==> src/rtl/uart_tx_frame.sv <==
// UART transmit frame engine: start bit, 8 data bits LSB first, optional 9th bit (TB8), stop bit.
// The bit period is clamped and latched when a frame is accepted; all outputs come straight from flops.
module uart_tx_frame #(
    parameter int DATA_BITS    = 8,
    parameter int PERIOD_WIDTH = 16,
    parameter int MIN_PERIOD   = 104,
    parameter int MAX_PERIOD   = 10000
) (
    input  logic                    clk,
    input  logic                    sync_reset,
    input  logic [PERIOD_WIDTH-1:0] baud_period,
    input  logic                    ninth_en,
    input  logic [DATA_BITS-1:0]    tx_data,
    input  logic                    tx_bit8,
    input  logic                    tx_start,
    output logic                    txd,
    output logic                    tx_busy,
    output logic                    tx_done
);

    localparam int IDX_W = $clog2(DATA_BITS);
    localparam logic [PERIOD_WIDTH-1:0] MIN_P    = PERIOD_WIDTH'(MIN_PERIOD);
    localparam logic [PERIOD_WIDTH-1:0] MAX_P    = PERIOD_WIDTH'(MAX_PERIOD);
    localparam logic [IDX_W-1:0]        LAST_IDX = IDX_W'(DATA_BITS - 1);

    typedef enum logic [2:0] {
        ST_IDLE  = 3'd0,
        ST_START = 3'd1,
        ST_DATA  = 3'd2,
        ST_NINTH = 3'd3,
        ST_STOP  = 3'd4
    } tx_state_e;

    tx_state_e                 state_r;
    logic [PERIOD_WIDTH-1:0]   period_r;
    logic [PERIOD_WIDTH-1:0]   count_r;
    logic [IDX_W-1:0]          bit_idx_r;
    logic [DATA_BITS:0]        shift_r;
    logic                      ninth_r;
    logic                      txd_r;
    logic                      busy_r;
    logic                      done_r;
    logic                      last_s;
    logic                      pre_last_s;

    // Clamp a requested bit period into the supported baud range (0 lands on the floor).
    function automatic logic [PERIOD_WIDTH-1:0] clamp_period(input logic [PERIOD_WIDTH-1:0] raw);
        logic [PERIOD_WIDTH-1:0] res;
        if (raw < MIN_P) begin
            res = MIN_P;
        end else if (raw > MAX_P) begin
            res = MAX_P;
        end else begin
            res = raw;
        end
        return res;
    endfunction

    // Bit-timer decodes: last cycle of a bit, and the cycle before it (used to register tx_done).
    always_comb begin
        last_s     = 1'b0;
        pre_last_s = 1'b0;
        last_s     = (count_r == (period_r - PERIOD_WIDTH'(1)));
        pre_last_s = (count_r == (period_r - PERIOD_WIDTH'(2)));
    end

    // Frame sequencer with registered line, busy and done outputs.
    always_ff @(posedge clk) begin
        if (sync_reset) begin
            state_r   <= ST_IDLE;
            period_r  <= MIN_P;
            count_r   <= {PERIOD_WIDTH{1'b0}};
            bit_idx_r <= {IDX_W{1'b0}};
            shift_r   <= {(DATA_BITS + 1){1'b0}};
            ninth_r   <= 1'b0;
            txd_r     <= 1'b1;
            busy_r    <= 1'b0;
            done_r    <= 1'b0;
        end else begin
            case (state_r)
                ST_IDLE: begin
                    done_r <= 1'b0;
                    if (tx_start) begin
                        period_r  <= clamp_period(baud_period);
                        shift_r   <= {tx_bit8, tx_data};
                        ninth_r   <= ninth_en;
                        count_r   <= {PERIOD_WIDTH{1'b0}};
                        bit_idx_r <= {IDX_W{1'b0}};
                        txd_r     <= 1'b0;
                        busy_r    <= 1'b1;
                        state_r   <= ST_START;
                    end else begin
                        txd_r  <= 1'b1;
                        busy_r <= 1'b0;
                    end
                end
                ST_START: begin
                    if (last_s) begin
                        count_r   <= {PERIOD_WIDTH{1'b0}};
                        bit_idx_r <= {IDX_W{1'b0}};
                        txd_r     <= shift_r[0];
                        state_r   <= ST_DATA;
                    end else begin
                        count_r <= count_r + PERIOD_WIDTH'(1);
                    end
                end
                ST_DATA: begin
                    // shift_r[0] is on the line now, so shift_r[1] is always the next bit (TB8 after bit 7).
                    if (last_s) begin
                        count_r <= {PERIOD_WIDTH{1'b0}};
                        shift_r <= {1'b1, shift_r[DATA_BITS:1]};
                        if (bit_idx_r == LAST_IDX) begin
                            if (ninth_r) begin
                                txd_r   <= shift_r[1];
                                state_r <= ST_NINTH;
                            end else begin
                                txd_r   <= 1'b1;
                                state_r <= ST_STOP;
                            end
                        end else begin
                            bit_idx_r <= bit_idx_r + IDX_W'(1);
                            txd_r     <= shift_r[1];
                        end
                    end else begin
                        count_r <= count_r + PERIOD_WIDTH'(1);
                    end
                end
                ST_NINTH: begin
                    if (last_s) begin
                        count_r <= {PERIOD_WIDTH{1'b0}};
                        txd_r   <= 1'b1;
                        state_r <= ST_STOP;
                    end else begin
                        count_r <= count_r + PERIOD_WIDTH'(1);
                    end
                end
                ST_STOP: begin
                    // tx_start is not looked at here, so a request coincident with tx_done is dropped.
                    if (last_s) begin
                        count_r <= {PERIOD_WIDTH{1'b0}};
                        done_r  <= 1'b0;
                        busy_r  <= 1'b0;
                        state_r <= ST_IDLE;
                    end else begin
                        count_r <= count_r + PERIOD_WIDTH'(1);
                        done_r  <= pre_last_s;
                    end
                end
                default: begin
                    state_r <= ST_IDLE;
                    count_r <= {PERIOD_WIDTH{1'b0}};
                    txd_r   <= 1'b1;
                    busy_r  <= 1'b0;
                    done_r  <= 1'b0;
                end
            endcase
        end
    end

    assign txd     = txd_r;
    assign tx_busy = busy_r;
    assign tx_done = done_r;

endmodule

==> config.mk <==
export PLATFORM = sky130hd
export DESIGN_NAME = uart_tx_frame
export DESIGN_NICKNAME = d
export VERILOG_FILES = /design/src/rtl/uart_tx_frame.sv
export SDC_FILE = /design/constraint.sdc
export NUM_CORES = 1
export LEC_CHECK = 0
export ABC_AREA = 1
export CAP_MARGIN = 20
export CORE_MARGIN = 2
export CORE_UTILIZATION = 53
export DETAILED_ROUTE_END_ITERATION = 6
export PLACE_DENSITY = 0.78
export REMOVE_ABC_BUFFERS = 1
export SLEW_MARGIN = 20
export SYNTH_ARGS = -nofsm -noshare
export SYNTH_HDL_FRONTEND = slang
export SYNTH_SLANG_ARGS = --single-unit
==> constraint.sdc <==
create_clock -name clk -period 2.1 [get_ports clk]
set_input_delay 0.63 -clock clk [delete_from_list [all_inputs] [get_ports clk]]
set_output_delay 0.63 -clock clk [all_outputs]
set_load 0.005 [all_outputs]
# After elaboration in Yosys (flattened, before gate mapping)
# Cells that the tools add are included.
[word_totals]
regBits = 51
output_inout_bits = 3
word_cells = 74
[op_classes]
add_sub_neg = 4
n_lt_le_gt_ge = 2
eq_ne = 14
mux = 32
bitwise = 2
n_reduce_logical = 11
[op_table]
columns = ["cell", "count"]
rows = [
  ["2-to-1 mux 16 bit", 4],
  ["== test 16 bit", 2],
  ["case mux 16 bit (2 select lines)", 1],
  ["2-to-1 mux 3 bit", 10],
  ["2-to-1 mux 9 bit", 2],
  ["case mux 9 bit (2 select lines)", 1],
  ["adder 16 x 1 -> 16 bit (second input constant)", 1],
  ["> comparator 16 x 14 -> 1 bit (second input constant)", 1],
  ["< comparator 16 x 7 -> 1 bit (second input constant)", 1],
  ["subtractor 16 x 1 -> 16 bit (second input constant)", 1],
  ["subtractor 16 x 2 -> 16 bit (second input constant)", 1],
  ["case mux 3 bit (5 select lines)", 1],
  ["inequality test 2 bit (second input constant)", 7],
  ["2-to-1 mux 1 bit", 9],
  ["case mux 3 bit (3 select lines)", 1],
  ["== test 3 x 2 -> 1 bit (second input constant)", 2],
  ["== test 3 bit (second input constant)", 2],
  ["AND reduction 6 bit", 1],
  ["case mux 1 bit (5 select lines)", 1],
  ["AND reduction 5 bit", 1],
  ["AND reduction 2 bit", 2],
  ["AND reduction 4 bit", 1],
  ["OR reduction 4 bit", 1],
  ["adder 3 x 1 -> 3 bit (second input constant)", 1],
  ["9 further kinds", 10],
]

# Logic depth before layout (Yosys ltp)
[depth]
ltp_word = 4
ltp_mapped = 18
mapped_depth_nobuf = 18

# Worst setup path after synthesis
# Ideal clock, no wire load.
[synth_timing]
path_type = "reg-to-reg"
startpoint = "register period_r[0]"
endpoint = "register count_r[6]"
arrival_ns = 1.970
required_time_ns = 1.985
slack_ns = 0.015
stages_incl_launch_ff = 17
n_path_buf = 1
path_cell_list = "dfxtp_1 inv_2 ha_1 nand2_1 nand2_1 nor2_1 nand2_1 nor2_1 nand2_1 nor2_1 nand2_1 nor2_4 nand3_4 o21ai_2 buf_6 nor2_1 o21a_1"
[synth_between]
elab_chain_cells = 4
[synth_lines]
columns = ["element", "line_no", "text"]
rows = [
  ["start: declaration", "35", "logic [PERIOD_WIDTH-1:0] period_r;"],
  ["start signal: assignment", "84", "period_r <= clamp_period(baud_period);"],
  ["subtractor 16 x 1 -> 16 bit", "63", "last_s = (count_r == (period_r - PERIOD_WIDTH'(1)));"],
  ["== test 16 bit", "63", ""],
  ["2-to-1 mux 16 bit", "--", ""],
  ["case mux 16 bit (2 select lines)", "80", "case (state_r)"],
  ["end signal: assignment", "99", "count_r <= {PERIOD_WIDTH{1'b0}};"],
  ["end signal: assignment", "110", "count_r <= {PERIOD_WIDTH{1'b0}};"],
  ["end signal: assignment", "130", "count_r <= {PERIOD_WIDTH{1'b0}};"],
  ["end: declaration", "36", "logic [PERIOD_WIDTH-1:0] count_r;"],
]
# No other way between the ends.
# A chain may end at the register's enable or synchronous reset.

# Worst setup path after layout
[layout_timing]
startpoint = "register period_r[1]"
endpoint = "register count_r[5]"
# Same word-level chain as after synthesis.

==> flow_summary.json <==
{
  "status": "finished, violations left",
  "failed_checks": "setup timing",
  "dr_total_vias": 4159,
  "synth_top_family_by_area": "simple AND/OR/NAND/NOR gates",
  "syn2layout_area_growth_pct": 26.1,
  "cts_max_level": 2,
  "yosys_warnings": 0,
  "hp-start": "tx_busy$_SDFFE_PP0P_",
  "setup.worst_path.start_class": "flop",
  "postCtsHoldBufs": 0,
  "synth_common_cells": "166 x nand2_1, 106 x nor2_1, 73 x inv_1, 51 x dfxtp_1, 31 x nand3_1",
  "fill_cells": 591,
  "grt_pass1_vias": 3581,
  "yosysSeqAreaShare_pct": 26.6,
  "min_period_ns": 2.21,
  "numCtsBuffers": 5,
  "design_area_um2": 4840,
  "hold_ws_ns": 0.466,
  "drive_above_1_share_pct": 18.0,
  "hpwl_mm": 7.85,
  "synthDominantCellAreaShare_pct": 26.6,
  "slew_viol_final": 0,
  "synth_compound_area_share_pct": 10.3,
  "synth_fa_ha_area_share_pct": 1.63,
  "cp_max_fo": 12,
  "rr_endpoint": "count_r[5]$_SDFFE_PP0N_",
  "worst_slack_ns": -0.108,
  "port_buffers": 31,
  "setup_viol": 32,
  "synth_most_common_cell": "nand2_1",
  "row_count": 31,
  "overflow": 0,
  "grt_pass1_wl_mm": 16.2,
  "fin_nets": 727,
  "synth_cell_types": 40,
  "firstDrtPassIters": 6,
  "synth_area_leader_cell": "dfxtp_1",
  "die-area_um2": 7940,
  "num_io_pins": 32,
  "reg2reg_slack_ns": -0.11,
  "cts.clk_slew.worst_paths_ns": 0.10,
  "worstPathArrival_ns": 2.42,
  "cts.sinks": 51,
  "final.setup.tns_ns": -1.82,
  "synth_edf_count": 0,
  "drt_iter0_markers": 282,
  "reg2reg_depth": 16,
  "post-route-util_pct": 67.8,
  "setup.worst_path.class": "reg2reg",
  "hold_class": "reg2reg",
  "worstReg2RegStart": "period_r[1]$_SDFFE_PP0P_",
  "cp_data_required_time_ns": 2.31,
  "tightest_slew_ns": 0.634,
  "antenna_found_initial": 0,
  "synth_ff_type": "dfxtp_1",
  "root_buffer": "clkbuf_8",
  "initial_utilization_pct": 53.8,
  "placed_area_um2": 4570,
  "max_cap_violations": 0,
  "grt_usage_pct": 25.9,
  "rsz0062_at_grt": "true",
  "cp-end-kind": "flop",
  "n_antenna_cell": 0,
  "die_w_um": 89.1,
  "syn_inst": 620,
  "place_congestion": 0.916,
  "regArea_um2": 1020,
  "hold-path-cell-count": 2,
  "min_to": "tx_busy$_SDFFE_PP0P_",
  "finalNonFillerCells": 793,
  "ir_drop_v": 0.000702,
  "synth_seq_cells": 51,
  "final_hold_viol_count": 0,
  "remaining_drc_errors": 0,
  "syn_area_per_cell_um2": 6.19,
  "ant_nets": 0,
  "multiInputGateArea_um2": 2560,
  "powerDensity_nw_per_um2": 867,
  "wire_per_inst_um": 12.9,
  "yosys-top-cells-area": "dfxtp_1 27%, nand2_1 16%, nor2_1 10%",
  "core-area_um2": 7140,
  "synth-simple-area-share_pct": 42.2,
  "maxClockFrequency_mhz": 453,
  "p_leak_uw": 0.00221,
  "fin_worst_skew_ns": 0.00673,
  "syn_area_um2": 3840,
  "viasPerCell": 5.24,
  "drt_wl_total_mm": 10.2,
  "cts_tree": "yes",
  "startpoint": "period_r[1]$_SDFFE_PP0P_",
  "synthMuxAreaShare_pct": 0,
  "clock_latency_ns": 0.31,
  "slew-limit-headroom_pct": 57.6,
  "final.period_utilization_pct": 105,
  "synth-xor-area-share_pct": 9.46,
  "die_height_um": 89.1,
  "async_flop_share_pct": 0,
  "clockBufferDepth": 2,
  "grt_max_degree": 27,
  "dp_cells": 781
}
==> critical path: stages (launching register included) <==
cell	delay (ns)
dfxtp_2	0.35
inv_4	0.09
ha_4	0.14
inv_2	0.04
nor2_4	0.14
nand2_1	0.11
inv_2	0.08
nand2_1	0.05
nand2_1	0.08
nand2_1	0.07
nor2_1	0.13
nand2_2	0.08
nor2_4	0.15
nand3_4	0.15
o21ai_4	0.19
nor2_1	0.08
o21a_1	0.18
==> layout by cell type, fill, tap and decap left out, types with 7 or more instances in the layout <==
cell | netlist | routed
a21oi_1 | 26 | 26
buf_4 | 0 | 48
clkdlybuf4s50_1 | 0 | 31
dfxtp_1 | 51 | 49
inv_1 | 73 | 68
nand2_1 | 166 | 157
nand2_2 | 4 | 11
nand3_1 | 31 | 29
nand4_1 | 12 | 12
nor2_1 | 106 | 104
nor2_2 | 9 | 10
nor2_4 | 7 | 8
nor3_1 | 9 | 7
o21a_1 | 10 | 10
o21ai_0 | 14 | 14
o21ai_1 | 8 | 8
or2_2 | 7 | 7
xnor2_1 | 9 | 9
xor2_1 | 28 | 27
==> sequential cells by signal (all words and copies together) (netlist names) <==
| register | cells |
|---|---|
| count_r | 16 |
| ninth_r | 1 |
| txd | 1 |
| tx_busy | 1 |
| period_r | 16 |
| tx_done | 1 |
| bit_idx_r | 3 |
| state_r | 3 |
| shift_r | 9 |
==> layer usage <==
metal	share of wire [%]	GRT usage, %	vias up
met4	2.6	8.96	0
li1	-	-	2089
met3	5.3	2.77	27
met5	0	0	-
met2	49	44.7	148
met1	43	33.6	1895
==> cell type report <==
type                       count  share of cell area [%]
clock buffer                   6                    1.71
inverter                      76                    6.00
timing repair buffer          85                    15.4
clock inverter                 2                   0.336
sequential                    51                    21.1
multi-input combinational    474                    52.8
tap                           99                    2.56
==> report_power, final <==
| group | switching [µW] | leakage (µW) | internal [µW] |
|---|---|---|---|
| sequential | 201 | 0.000418 | 1150 |
| combinational | 1310 | 0.00174 | 913 |
| clock | 346 | 0.0000474 | 270 |
| total | 1860 | 0.00221 | 2340 |
==> logic make-up after synthesis <==
| kind of cell | Yosys count |
|---|---|
| AO/OA/AOI/OAI | 68 |
| adder cells (fa/ha/maj) | 5 |
| flip-flops | 51 |
| buffers and inverters | 95 |
| XOR/XNOR | 39 |
| AND/OR/NAND/NOR | 362 |
==> stage by stage <==
step / total power, µW / setup WS, ns
finish: 4200 / -0.108
global route: 4520 / -0.294
CTS: 4110 / -0.0928
detailed placement: 3420 / -0.179
global placement: 3350 / -0.196
floorplan: 2700 / 0.0464
==> timing repair <==
action,in CTS,in global routing
pin swaps,4,12
endpoints found under the hold margin,0,0
setup buffers,2,2
endpoints found under the setup margin,31,34
gates resized for setup,21,18
==> how the worst max path moves through the flow <==
stage / slack (ns) / depth (start not counted) / to
6_report: -0.11 / 16 / count_r[5]$_SDFFE_PP0N_
5_1_grt: -0.29 / 19 / state_r[1]$_SDFFE_PP0P_
4_1_cts: -0.09 / 19 / state_r[1]$_SDFFE_PP0P_
3_5_place_dp: -0.18 / 18 / bit_idx_r[2]$_SDFFE_PP0P_
3_3_place_gp: -0.20 / 8 / period_r[4]$_SDFFE_PP0P_
2_1_floorplan: 0.05 / 15 / count_r[12]$_SDFFE_PP0N_
Power figures use the tool's default switching activity.
